==> src/rtl/pulse_gen_pkg.sv <==
// Shared types and defaults for the pulse-train generator.
package pulse_gen_pkg;

   localparam int DEF_WIDTH = 8;

   typedef enum logic [1:0] {
      ST_IDLE = 2'd0,
      ST_HIGH = 2'd1,
      ST_LOW  = 2'd2
   } state_t;

endpackage

==> src/rtl/phase_counter.sv <==
// Loadable down-counter shared by the high and low phases.
// A zero load value is treated as one, so every phase lasts at least one cycle.
// The counter is done when its count reaches one (terminal-count compare).
module phase_counter
   import pulse_gen_pkg::*;
#(
   parameter int WIDTH = DEF_WIDTH
) (
   input  logic             clock,
   input  logic             reset,
   input  logic             load,
   input  logic [WIDTH-1:0] value,
   output logic             expired,
   output logic [WIDTH-1:0] count
);

   localparam logic [WIDTH-1:0] ONE = {{(WIDTH-1){1'b0}}, 1'b1};

   // Load (with zero promoted to one) or count down, parking at zero.
   always_ff @(posedge clock or negedge reset) begin
      if (!reset) begin
         count <= '0;
      end else if (load) begin
         count <= (value == '0) ? ONE : value;
      end else if (count != '0) begin
         count <= count - ONE;
      end
   end

   assign expired = (count == ONE);

endmodule

==> src/rtl/pulse_train_gen.sv <==
// Programmable pulse-train generator: N pulses of H cycles active followed by
// L cycles idle, with continuous mode (N = 0), synchronous abort and status.
//
//   state   | meaning
//   --------+-----------------------------------------------------------
//   ST_IDLE | no train running; output at IDLE_LEVEL, waiting for start
//   ST_HIGH | active phase of the current pulse
//   ST_LOW  | idle phase after a pulse; pulse counted when it ends
//
// When the last low phase ends and start is present on that same edge, the
// next train is launched directly so back-to-back trains leave no extra gap.
module pulse_train_gen
   import pulse_gen_pkg::*;
#(
   parameter int   WIDTH      = DEF_WIDTH,
   parameter logic IDLE_LEVEL = 1'b0
) (
   input  logic             clock,
   input  logic             reset,
   input  logic             start,
   input  logic             stop,
   input  logic [WIDTH-1:0] high_len,
   input  logic [WIDTH-1:0] low_len,
   input  logic [WIDTH-1:0] pulses,
   output logic             signal,
   output logic             busy,
   output logic             done,
   output logic [WIDTH-1:0] pulse_cnt
);

   localparam logic [WIDTH-1:0] ONE = {{(WIDTH-1){1'b0}}, 1'b1};

   state_t           state;
   state_t           state_nxt;
   logic [WIDTH-1:0] high_q;
   logic [WIDTH-1:0] low_q;
   logic [WIDTH-1:0] pulses_q;
   logic             cfg_latch;
   logic             cnt_load;
   logic [WIDTH-1:0] cnt_value;
   logic             cnt_expired;
   logic [WIDTH-1:0] cnt_count;
   logic [WIDTH-1:0] pulse_cnt_nxt;
   logic [WIDTH-1:0] pulse_cnt_inc;
   logic             last_pulse;
   logic             done_nxt;
   logic             signal_nxt;
   logic             busy_nxt;

   phase_counter #(
      .WIDTH (WIDTH)
   ) u_phase_counter (
      .clock   (clock),
      .reset   (reset),
      .load    (cnt_load),
      .value   (cnt_value),
      .expired (cnt_expired),
      .count   (cnt_count)
   );

   assign pulse_cnt_inc = pulse_cnt + ONE;
   assign last_pulse    = (pulses_q != '0) && (pulse_cnt_inc == pulses_q);

   // Next-state, counter-load and status decisions; stop always wins.
   always_comb begin
      state_nxt     = state;
      cfg_latch     = 1'b0;
      cnt_load      = 1'b0;
      cnt_value     = high_q;
      pulse_cnt_nxt = pulse_cnt;
      done_nxt      = 1'b0;
      case (state)
         ST_IDLE: begin
            if (start && !stop) begin
               state_nxt     = ST_HIGH;
               cfg_latch     = 1'b1;
               cnt_load      = 1'b1;
               cnt_value     = high_len;
               pulse_cnt_nxt = '0;
            end
         end
         ST_HIGH: begin
            if (stop) begin
               state_nxt = ST_IDLE;
            end else if (cnt_expired) begin
               state_nxt = ST_LOW;
               cnt_load  = 1'b1;
               cnt_value = low_q;
            end
         end
         ST_LOW: begin
            if (stop) begin
               state_nxt = ST_IDLE;
            end else if (cnt_expired) begin
               pulse_cnt_nxt = pulse_cnt_inc;
               if (last_pulse) begin
                  done_nxt = 1'b1;
                  if (start) begin
                     state_nxt     = ST_HIGH;
                     cfg_latch     = 1'b1;
                     cnt_load      = 1'b1;
                     cnt_value     = high_len;
                     pulse_cnt_nxt = '0;
                  end else begin
                     state_nxt = ST_IDLE;
                  end
               end else begin
                  state_nxt = ST_HIGH;
                  cnt_load  = 1'b1;
                  cnt_value = high_q;
               end
            end
         end
         default: begin
            state_nxt = ST_IDLE;
         end
      endcase
   end

   assign signal_nxt = (state_nxt == ST_HIGH) ? ~IDLE_LEVEL : IDLE_LEVEL;
   assign busy_nxt   = (state_nxt != ST_IDLE);

   // State register and registered outputs.
   always_ff @(posedge clock or negedge reset) begin
      if (!reset) begin
         state     <= ST_IDLE;
         signal    <= IDLE_LEVEL;
         busy      <= 1'b0;
         done      <= 1'b0;
         pulse_cnt <= '0;
      end else begin
         state     <= state_nxt;
         signal    <= signal_nxt;
         busy      <= busy_nxt;
         done      <= done_nxt;
         pulse_cnt <= pulse_cnt_nxt;
      end
   end

   // Configuration is captured only when a train is launched.
   always_ff @(posedge clock or negedge reset) begin
      if (!reset) begin
         high_q   <= '0;
         low_q    <= '0;
         pulses_q <= '0;
      end else if (cfg_latch) begin
         high_q   <= high_len;
         low_q    <= low_len;
         pulses_q <= pulses;
      end
   end

endmodule

==> config.mk <==
export PLATFORM = sky130hd
export DESIGN_NAME = pulse_train_gen
export DESIGN_NICKNAME = d
export VERILOG_FILES = /design/src/rtl/pulse_gen_pkg.sv /design/src/rtl/phase_counter.sv /design/src/rtl/pulse_train_gen.sv
export SDC_FILE = /design/constraint.sdc
export NUM_CORES = 1
export LEC_CHECK = 0
export CAP_MARGIN = 40
export CORE_UTILIZATION = 54
export CTS_CLUSTER_SIZE = 12
export DETAILED_ROUTE_END_ITERATION = 8
export GPL_TIMING_DRIVEN = 1
export PLACE_DENSITY = 0.84
export SLEW_MARGIN = 20
export SYNTH_ARGS = -nofsm -noshare
export SYNTH_HDL_FRONTEND = slang
export SYNTH_HIERARCHICAL = 1
export SYNTH_SLANG_ARGS = --single-unit
export TNS_END_PERCENT = 10
==> constraint.sdc <==
create_clock -name clock -period 7.7 [get_ports clock]
set_clock_uncertainty 0.1 [all_clocks]
set_input_delay 0.77 -clock clock [delete_from_list [all_inputs] [get_ports clock]]
set_output_delay 0.77 -clock clock [all_outputs]
set_load 0.05 [all_outputs]
==> run_results.csv, run 1 <==
group,metric,value,unit
hold_path,hp-class,"in2async",
grt,grt_start_max_net_pins,29,
critical_path,cp.arrival,3.93,ns
yosys,synthFlopType,"dfrtp_1",
drt,wl,6670,microns
yosys,synth_area,3000,sq um
critical_path,critPathLaunchType,"register",
power_and_ir_drop,power_density,232,nW/um^2
clocking,post_cts_resized,0,
timing,tightest_slew,0.682,ns
placed_design,io_buffers,38,
yosys,synthDistinctLibCells,57,
timing,final-hold-violation-count,0,
grt,grt_pass1_wl,11400,microns
yosys,yosys-top-cells-count,"45 x dfrtp_1, 33 x nand2_1, 20 x mux2_4, 20 x nor2_1, 16 x o21ai_0",
timing,rsz0062_at_grt,"false",
power_and_ir_drop,ir_drop,0.145,mV
cells_and_area,diodes,0,
yosys,synth_edf_count,0,
timing,drv_slew,0,
yosys,yosysMostFrequentCell,"dfrtp_1",
drt,via_per_inst,6.22,
timing,period_share,49.8,%
clocking,clk_latency,0.30,ns
power_and_ir_drop,leakage,1.46,nW
floorplan,io_pins,39,
grt,grt_overflow,0,
cells_and_area,multi_input_area,1730,sq um
critical_path,path_buf_inv,2,
grt,first_global_vias,2425,
clocking,clk_pin_slew,0.09,ns
critical_path,worstPathRequired,7.80,ns
placed_design,hpwl,4770,microns
yosys,synth_warnings,6,
clocking,cts.sinks,45,
yosys,async_flop_share,100,%
cells_and_area,syn_to_final_growth,18.1,%
drt,route.detailed.drc,0,
clocking,cts_buffers,5,
drt,wl_per_cell,16.4,microns
drt,detail-route-antenna-nets,0,
critical_path,cp-end-kind,"register",
yosys,yosysTopAreaCellShare,37.5,%
critical_path,max_stage_delay,0.61,ns
drt,via_count,2533,
flow_run,max-cap-violations,0,
floorplan,coreArea,5240,sq um
critical_path,path_cells,"or4_4, nor4b_1, buf_1, nor2b_1, buf_4, nand4_1, mux2i_1, o21ai_0, nor4_1, a21oi_1, a221oi_1",
timing,period_minus_slack,3.83,ns
drt,drt-initial-drc-count,282,
cells_and_area,seqCellArea,1130,sq um
yosys,syn_inst,303,
floorplan,die_h,76.5,microns
cells_and_area,drive_gt1_share,14.5,%
floorplan,die_w,76.5,microns
clocking,hold_buffers,0,
critical_path,slowest_stage,"or4_4",
floorplan,initial_utilization,57.3,%
run_status,outcome,"finished, final reports clean",
critical_path,path_class,"reg2reg",
timing,clock.fmax,261,MHz
timing,tns,0,ns
yosys,yosys.area.top_type,"dfrtp_1",
yosys,avgSynthCellArea,9.90,sq um
grt,grt_use_total,24.0,%
clocking,cts_max_level,2,
timing,slew_headroom,54.5,%
grt,antenna_found_initial,0,
cells_and_area,nets,368,
clocking,cts_tree,"yes",
floorplan,rows,26,
drt,first_pass_iters,5,
yosys,synth_area_leaders,"dfrtp_1 38%, mux2_4 10%, mux2i_1 4.3%",
power_and_ir_drop,total_power,0.000822,W
timing,setup_violations,0,
critical_path,crit_family,"simple AND/OR/NAND/NOR gates",
yosys,synth_nets,335,
clocking,clockRootBuffer,"clkbuf_8",
critical_path,crit_fanout,22,
floorplan,dieArea,5860,sq um
placed_design,gp_congestion,0.888,
clocking,cts.path.max_buffers,2,
clocking,cts_setup_buffers,0,
cells_and_area,nFillCells,374,
yosys,ys_seq_area_share,37.5,%
yosys,synth_seq_cells,45,
worst paths after layout:
kind                       slack [ns]                startpoint  cells past startpoint                       end
min                              0.28                     reset                      1               pulses_q[3]
max reg2reg                      3.87  u_phase_counter/count[3]                     11  u_phase_counter/count[0]
max in group asynchronous        6.73                     reset                      2                 high_q[3]
min in group clock               0.42                  low_q[5]                      1                  low_q[5]
max                              3.87  u_phase_counter/count[3]                     11  u_phase_counter/count[0]
min reg2reg                      0.42                  low_q[5]                      1                  low_q[5]
power by group:
part	switching [W]	leakage, nW	internal [W]
clock	0.0000830	0.0574	0.000106
sequential	0.0000651	0.554	0.000292
combinational	0.000129	0.851	0.000146
state kept, by name, indices dropped and copies added (netlist names):
signal and count:
busy 1, done 1, high_q 8, low_q 8
pulse_cnt 8, pulses_q 8, signal 1, state 2
u_phase_counter/count 8
cell usage in the layout, fill, tap and decap left out, types with 5 or more instances in the layout:
cell / synthesis / final
nor2_1: 20 / 20
nor2b_1: 6 / 6
a21oi_1: 11 / 11
xor2_1: 6 / 6
dfrtp_1: 45 / 45
o22ai_1: 5 / 5
nor4_1: 5 / 5
nand3_1: 6 / 6
clkdlybuf4s50_1: 0 / 37
clkbuf_8: 0 / 6
o21ai_0: 16 / 16
nand2_1: 33 / 33
and3_1: 6 / 6
mux2i_1: 13 / 13
inv_1: 9 / 9
nor3_1: 7 / 7
a31oi_1: 6 / 6
xnor2_1: 8 / 8
mux2_4: 20 / 20
logic make-up (layout without fill, tap and decap cells):
| family | after synthesis | after routing | synth area share [%] |
|---|---|---|---|
| AO/OA/AOI/OAI | 63 | 63 | 14.6 |
| XOR/XNOR | 16 | 16 | 5.38 |
| adder cells (fa/ha/maj) | 4 | 4 | 1.67 |
| buffers and inverters | 26 | 60 | 4.71 |
| flip-flops | 45 | 45 | 37.5 |
| multiplexers | 37 | 37 | 15.8 |
| AND/OR/NAND/NOR | 112 | 112 | 20.3 |
per-layer routing:
metal	routed length [microns]	global-route usage (%)	share of wire (%)	vias to the layer above
met5	0	0	0	-
met4	140	9.23	2.1	0
met3	431	3.23	6.5	14
met2	3050	36.9	46	127
met1	3040	34.3	46	1212
li1	-	-	-	1180
through the flow:
| stage | cell area (sq um) | std cells | utilization (%) | setup WS (ns) | hold WS [ns] |
|---|---|---|---|---|---|
| finish | 3540 | 407 | 67.6 | 3.87 | 0.284 |
| global route | 3540 | 407 | 67.6 | 3.48 | 0.305 |
| CTS | 3540 | 407 | 67.6 | 3.90 | 0.300 |
| detailed placement | 3420 | 399 | 65.3 | 3.65 | 0.399 |
| global placement | 3370 | 396 | 64.4 | 3.62 | 0.398 |
| floorplan | 3000 | 303 | - | 4.05 | 0.374 |
worst register-to-register path, stage by stage (launching register included):
cell and delay [ns]:
dfrtp_1 0.42, or4_4 0.61, nor4b_1 0.48, buf_1 0.25, nor2b_1 0.16, buf_4 0.26, nand4_1 0.32, mux2i_1 0.24
o21ai_0 0.19, nor4_1 0.28, a21oi_1 0.11, a221oi_1 0.30
final cells by class:
type,instances,share of cell area [%]
multi-input combinational,232,48.9
sequential,45,31.8
timing repair buffer,43,12.5
tap,70,2.47
clock buffer,6,2.33
clock inverter,2,1.06
inverter,9,0.954
(Power assumes the default switching activity.)
==> run 2, diff against run 1 <==
==> constraint.sdc (replaced) <==
create_clock -name clock -period 3.9 [get_ports clock]
set_clock_uncertainty 0.1 [all_clocks]
set_input_delay 0.39 -clock clock [delete_from_list [all_inputs] [get_ports clock]]
set_output_delay 0.39 -clock clock [all_outputs]
set_load 0.05 [all_outputs]
==> run_results.csv, run 2 (same netlist as run 1, synthesis figures left out) <==
group,metric,value,unit
drt,first_pass_iters,5,
drt,via_per_inst,6.03,
critical_path,cp.arrival,3.55,ns
grt,grt_overflow,0,
critical_path,r2r-end,"u_phase_counter/count[0]",
placed_design,hpwl,4970,microns
timing,slew_headroom,53.4,%
placed_design,io_buffers,38,
critical_path,path_cells,"or4_4, nor4b_1, buf_4, nor2b_1, buf_4, nand2_1, nand3b_1, o21a_1, o22ai_1, nor3_1, nor4_1, a21oi_1, a221oi_1",
grt,grt_use_total,24.7,%
power_and_ir_drop,switching_share,32.7,%
cells_and_area,fin_area,3560,sq um
clocking,cts_buffers,5,
cells_and_area,fin_util,67.9,%
critical_path,worstPathRequired,3.97,ns
timing,drv_slew,0,
power_and_ir_drop,leakage,1.48,nW
clocking,cts_setup_buffers,0,
cells_and_area,nets,370,
placed_design,detailed_place.area,3410,sq um
power_and_ir_drop,ir_drop,0.273,mV
power_and_ir_drop,power.switching,0.000544,W
critical_path,crit_fanout,21,
critical_path,crit_family,"simple AND/OR/NAND/NOR gates",
drt,via_count,2468,
critical_path,r2r_setup_slack,0.42,ns
run_status,outcome,"finished, final reports clean",
timing,period_share,89.4,%
critical_path,timing.rr.start,"u_phase_counter/count[3]",
timing,period_minus_slack,3.48,ns
critical_path,max_stage_delay,0.61,ns
drt,drt-initial-drc-count,217,
timing,fin_hold_ws,0.420,ns
clocking,clk_latency,0.30,ns
floorplan,die_h,76.5,microns
power_and_ir_drop,internal_power,0.00112,W
timing,tns,0,ns
clocking,hold_buffers,1,
cells_and_area,drive_gt1_share,15.0,%
timing,clock.fmax,287,MHz
grt,antenna_found_initial,0,
floorplan,io_pins,39,
critical_path,reg2reg_depth,13,
clocking,post_cts_resized,0,
hold_path,hp-class,"reg2reg",
clocking,cts_max_level,2,
power_and_ir_drop,p_clk_share,24.6,%
critical_path,path_buf_inv,2,
cells_and_area,final_cell_mix,"45 x dfrtp_1, 37 x clkdlybuf4s50_1, 33 x nand2_1",
hold_path,hold_path_depth,1,
cells_and_area,nFillCells,398,
clocking,cts.sinks,45,
flow_run,max-cap-violations,0,
power_and_ir_drop,pwr-share-comb,32.6,%
grt,grt_pass1_wl,11400,microns
power_and_ir_drop,power_frac_seq,42.8,%
cells_and_area,final_common_cell,"dfrtp_1",
clocking,cts.path.max_buffers,2,
drt,detail-route-antenna-nets,0,
clocking,clockRootBuffer,"clkbuf_8",
timing,rsz0062_at_grt,"false",
floorplan,coreArea,5240,sq um
critical_path,cp-end-kind,"register",
critical_path,slowest_stage,"or4_4",
grt,first_global_vias,2387,
cells_and_area,diodes,0,
clocking,clk_pin_slew,0.08,ns
hold_path,holdCritStartpoint,"low_q[1]",
floorplan,initial_utilization,57.3,%
placed_design,gp_congestion,0.916,
timing,setup_violations,0,
floorplan,die_w,76.5,microns
floorplan,rows,26,
critical_path,path_class,"reg2reg",
timing,final-hold-violation-count,0,
drt,wl,6730,microns
critical_path,crit_start,"u_phase_counter/count[3]",
hold_path,hold_end,"low_q[1]",
drt,route.detailed.drc,0,
grt,grt_start_max_net_pins,29,
critical_path,path_common_cell,"buf_4",
cells_and_area,syn_to_final_growth,18.6,%
timing,tightest_slew,0.699,ns
power_and_ir_drop,power_density,467,nW/um^2
floorplan,dieArea,5860,sq um
clocking,cts_tree,"yes",
drt,wl_per_cell,16.5,microns
critical_path,critPathLaunchType,"register",
==> run 2: stage by stage <==
stage	power, W	cells	setup slack (ns)
global placement	0.00122	399	0.581
detailed placement	0.00125	400	0.477
finish	0.00166	409	0.415
CTS	0.00166	409	0.497
floorplan	0.00110	303	0.254
global route	0.00176	409	0.167
==> run 2: worst reg2reg max path, delay by kind of cell, from the launching register on <==
family	cells	cell delay, ns
AO/OA/AOI/OAI	4	0.55
AND/OR/NAND/NOR	7	1.83
flip-flops	1	0.42
buffers and inverters	2	0.46
==> run 2: power groups by stage <==
stage | Combinational, W | Sequential [W] | Clock [W]
3_3_place_gp | 0.000511 | 0.000706 | 0
2_1_floorplan | 0.000426 | 0.000675 | 0
4_1_cts | 0.000538 | 0.000708 | 0.000419
6_report | 0.000542 | 0.000711 | 0.000409
5_1_grt | 0.000599 | 0.000728 | 0.000436
3_5_place_dp | 0.000533 | 0.000716 | 0
==> run 2: final cells by class <==
type	count	area, sq um	share of cell area, %
multi-input cells	232	1730	48.7
flip-flops and latches	45	1130	31.7
repair buffers	45	443	12.5
well taps	70	87.6	2.46
clock buffers	5	68.8	1.93
clock inverters	3	65.1	1.83
inverters	9	33.8	0.950
==> run 2: worst max path at each step <==
stage,endpoint,slack [ns],cells after the start
global placement,u_phase_counter/count[0],0.58,11
CTS,u_phase_counter/count[0],0.50,13
floorplan,u_phase_counter/count[0],0.25,11
finish,u_phase_counter/count[0],0.42,13
detailed placement,u_phase_counter/count[0],0.48,11
global route,u_phase_counter/count[0],0.17,11
==> run 2: routing by layer <==
| layer | wire (microns) | global-route usage, % | vias to the layer above |
|---|---|---|---|
| li1 | - | - | 1180 |
| met1 | 3060 | 33.9 | 1200 |
| met2 | 3250 | 37.4 | 75 |
| met3 | 305 | 5.39 | 13 |
| met4 | 114 | 10.8 | 0 |
| met5 | 0 | 0 | - |
==> run 3, diff against run 2 <==
--- a/config.mk
+++ b/config.mk
@@ -6,11 +6,13 @@
 export NUM_CORES = 1
 export LEC_CHECK = 0
 export CAP_MARGIN = 40
+export CORE_ASPECT_RATIO = 1.75
 export CORE_UTILIZATION = 54
 export CTS_CLUSTER_SIZE = 12
 export DETAILED_ROUTE_END_ITERATION = 8
 export GPL_TIMING_DRIVEN = 1
 export PLACE_DENSITY = 0.84
+export SKIP_LAST_GASP = 1
 export SLEW_MARGIN = 20
 export SYNTH_ARGS = -nofsm -noshare
 export SYNTH_HDL_FRONTEND = slang
==> constraint.sdc (replaced) <==
create_clock -name clock -period 4 [get_ports clock]
set_clock_uncertainty 0.1 [all_clocks]
set_input_delay 0.4 -clock clock [delete_from_list [all_inputs] [get_ports clock]]
set_output_delay 0.4 -clock clock [all_outputs]
set_load 0.05 [all_outputs]
==> run_results.csv, run 3 (same netlist as run 1, synthesis figures left out) <==
group,metric,value,unit
cells_and_area,nets,370,
cells_and_area,nFillCells,433,
drt,drt-initial-drc-count,133,
hold_path,holdCritStartpoint,"low_q[3]",
critical_path,worstPathRequired,4.09,ns
critical_path,max_stage_delay,0.61,ns
critical_path,cp.arrival,3.47,ns
floorplan,die_w,58.3,microns
hold_path,hold_end,"low_q[3]",
placed_design,hpwl,5370,microns
floorplan,io_pins,39,
timing,rsz0062_at_grt,"false",
timing,period_minus_slack,3.38,ns
clocking,cts_setup_buffers,0,
clocking,cts.sinks,45,
cells_and_area,final_cell_mix,"45 x dfrtp_1, 37 x clkdlybuf4s50_1, 33 x nand2_1",
cells_and_area,drive_gt1_share,15.0,%
floorplan,coreArea,5300,sq um
critical_path,timing.rr.start,"u_phase_counter/count[3]",
critical_path,r2r-end,"high_q[1]",
cells_and_area,seqCellArea,1130,sq um
grt,grt_start_max_net_pins,27,
timing,drv_slew,0,
floorplan,dieArea,5870,sq um
hold_path,hp-class,"reg2reg",
drt,via_count,2519,
drt,wl_per_cell,17.2,microns
timing,tightest_slew,0.633,ns
grt,antenna_found_initial,0,
clocking,cts_max_level,2,
grt,grt_overflow,0,
timing,final-hold-violation-count,0,
drt,via_per_inst,6.10,
clocking,cts.path.max_buffers,2,
clocking,clockRootBuffer,"clkbuf_8",
floorplan,initial_utilization,56.6,%
timing,clock.fmax,296,MHz
grt,grt_use_total,26.4,%
critical_path,r2r_setup_slack,0.62,ns
timing,slew_headroom,57.8,%
clocking,clk_latency,0.30,ns
cells_and_area,final_common_cell,"dfrtp_1",
critical_path,crit_start,"u_phase_counter/count[3]",
floorplan,rows,35,
drt,wl,7110,microns
timing,period_share,84.5,%
cells_and_area,fin_util,66.8,%
hold_path,hold_path_depth,1,
critical_path,slowest_stage,"or4_4",
clocking,clk_pin_slew,0.08,ns
critical_path,crit_fanout,21,
placed_design,gp_congestion,0.938,
placed_design,io_buffers,38,
power_and_ir_drop,power_density,432,nW/um^2
floorplan,die_h,101,microns
critical_path,reg2reg_depth,9,
drt,route.detailed.drc,3,
timing,setup_slack,0.622,ns
critical_path,critPathLaunchType,"register",
placed_design,pre_cts_ws,0.465,ns
cells_and_area,syn_to_final_growth,18.1,%
critical_path,path_cells,"or4_4, nor4b_1, buf_4, nor2b_1, buf_4, nand2_1, o21ai_4, buf_12, mux2_2",
clocking,cts_buffers,5,
drt,detail-route-antenna-nets,0,
timing,setup_violations,0,
run_status,violations,"design-rule violations",
run_status,outcome,"complete, but fails checks",
power_and_ir_drop,leakage,1.47,nW
cells_and_area,diodes,0,
critical_path,path_class,"reg2reg",
flow_run,max-cap-violations,0,
critical_path,cp-end-kind,"register",
clocking,cts_tree,"yes",
grt,grt_pass1_wl,11600,microns
drt,first_pass_iters,9,
grt,first_global_vias,2490,
power_and_ir_drop,ir_drop,0.377,mV
cells_and_area,multi_input_area,1730,sq um
critical_path,path_common_cell,"buf_4",
timing,tns,0,ns
## run 3: cell types whose count changed in the layout (fill, tap and decap cells not counted)
cell	previous run	this run
buf_4	5	4
bufinv_16	2	0
buf_12	1	2
clkbuf_8	5	7
## run 3: final cells by class
| class | instances | area share [%] |
|---|---|---|
| Inverter | 9 | 0.954 |
| Sequential cell | 45 | 31.8 |
| Multi-Input combinational cell | 232 | 48.9 |
| Tap cell | 74 | 2.61 |
| Clock inverter | 1 | 0.141 |
| Timing Repair Buffer | 45 | 12.9 |
| Clock buffer | 7 | 2.72 |
## run 3: through the flow
step	area (sq um)	hold WS (ns)	instances	power, W
2_1_floorplan	3000	0.00441	303	0.00107
3_3_place_gp	3410	0.398	403	0.00120
3_5_place_dp	3430	0.288	404	0.00122
4_1_cts	3540	0.428	413	0.00153
5_1_grt	3540	0.440	413	0.00162
6_report	3540	0.431	413	0.00153
## run 3: repair_timing
item	in CTS	in global routing
endpoints found under the hold margin	19	0
gates resized for setup	0	0
hold buffers	1	0
## run 3: worst max path at each step
stage / endpoint / slack (ns)
floorplan: u_phase_counter/count[0] / 0.35
global placement: u_phase_counter/count[0] / 0.52
detailed placement: u_phase_counter/count[0] / 0.47
CTS: high_q[1] / 0.64
global route: u_phase_counter/count[0] / 0.40
finish: high_q[1] / 0.62
## run 3: metal layers
metal	vias up	global-route usage, %	wire (microns)
met5	-	0	0
met4	0	14.7	305
met3	30	5.01	277
met2	107	47.9	3860
met1	1205	27.6	2670
li1	1177	-	-
## run 3: where the power goes
group | total [W] | switching, W | internal (W)
Sequential | 0.000696 | 0.000133 | 0.000562
Clock | 0.000311 | 0.000154 | 0.000156
Combinational | 0.000523 | 0.000241 | 0.000282
## run 3: worst max-delay path, delay by kind of cell, from the launching register on
kind	cells	cell delay (ns)
compound gates	1	0.44
buf+inv	3	0.70
flops	1	0.42
mux	1	0.35
simple gates	4	1.25
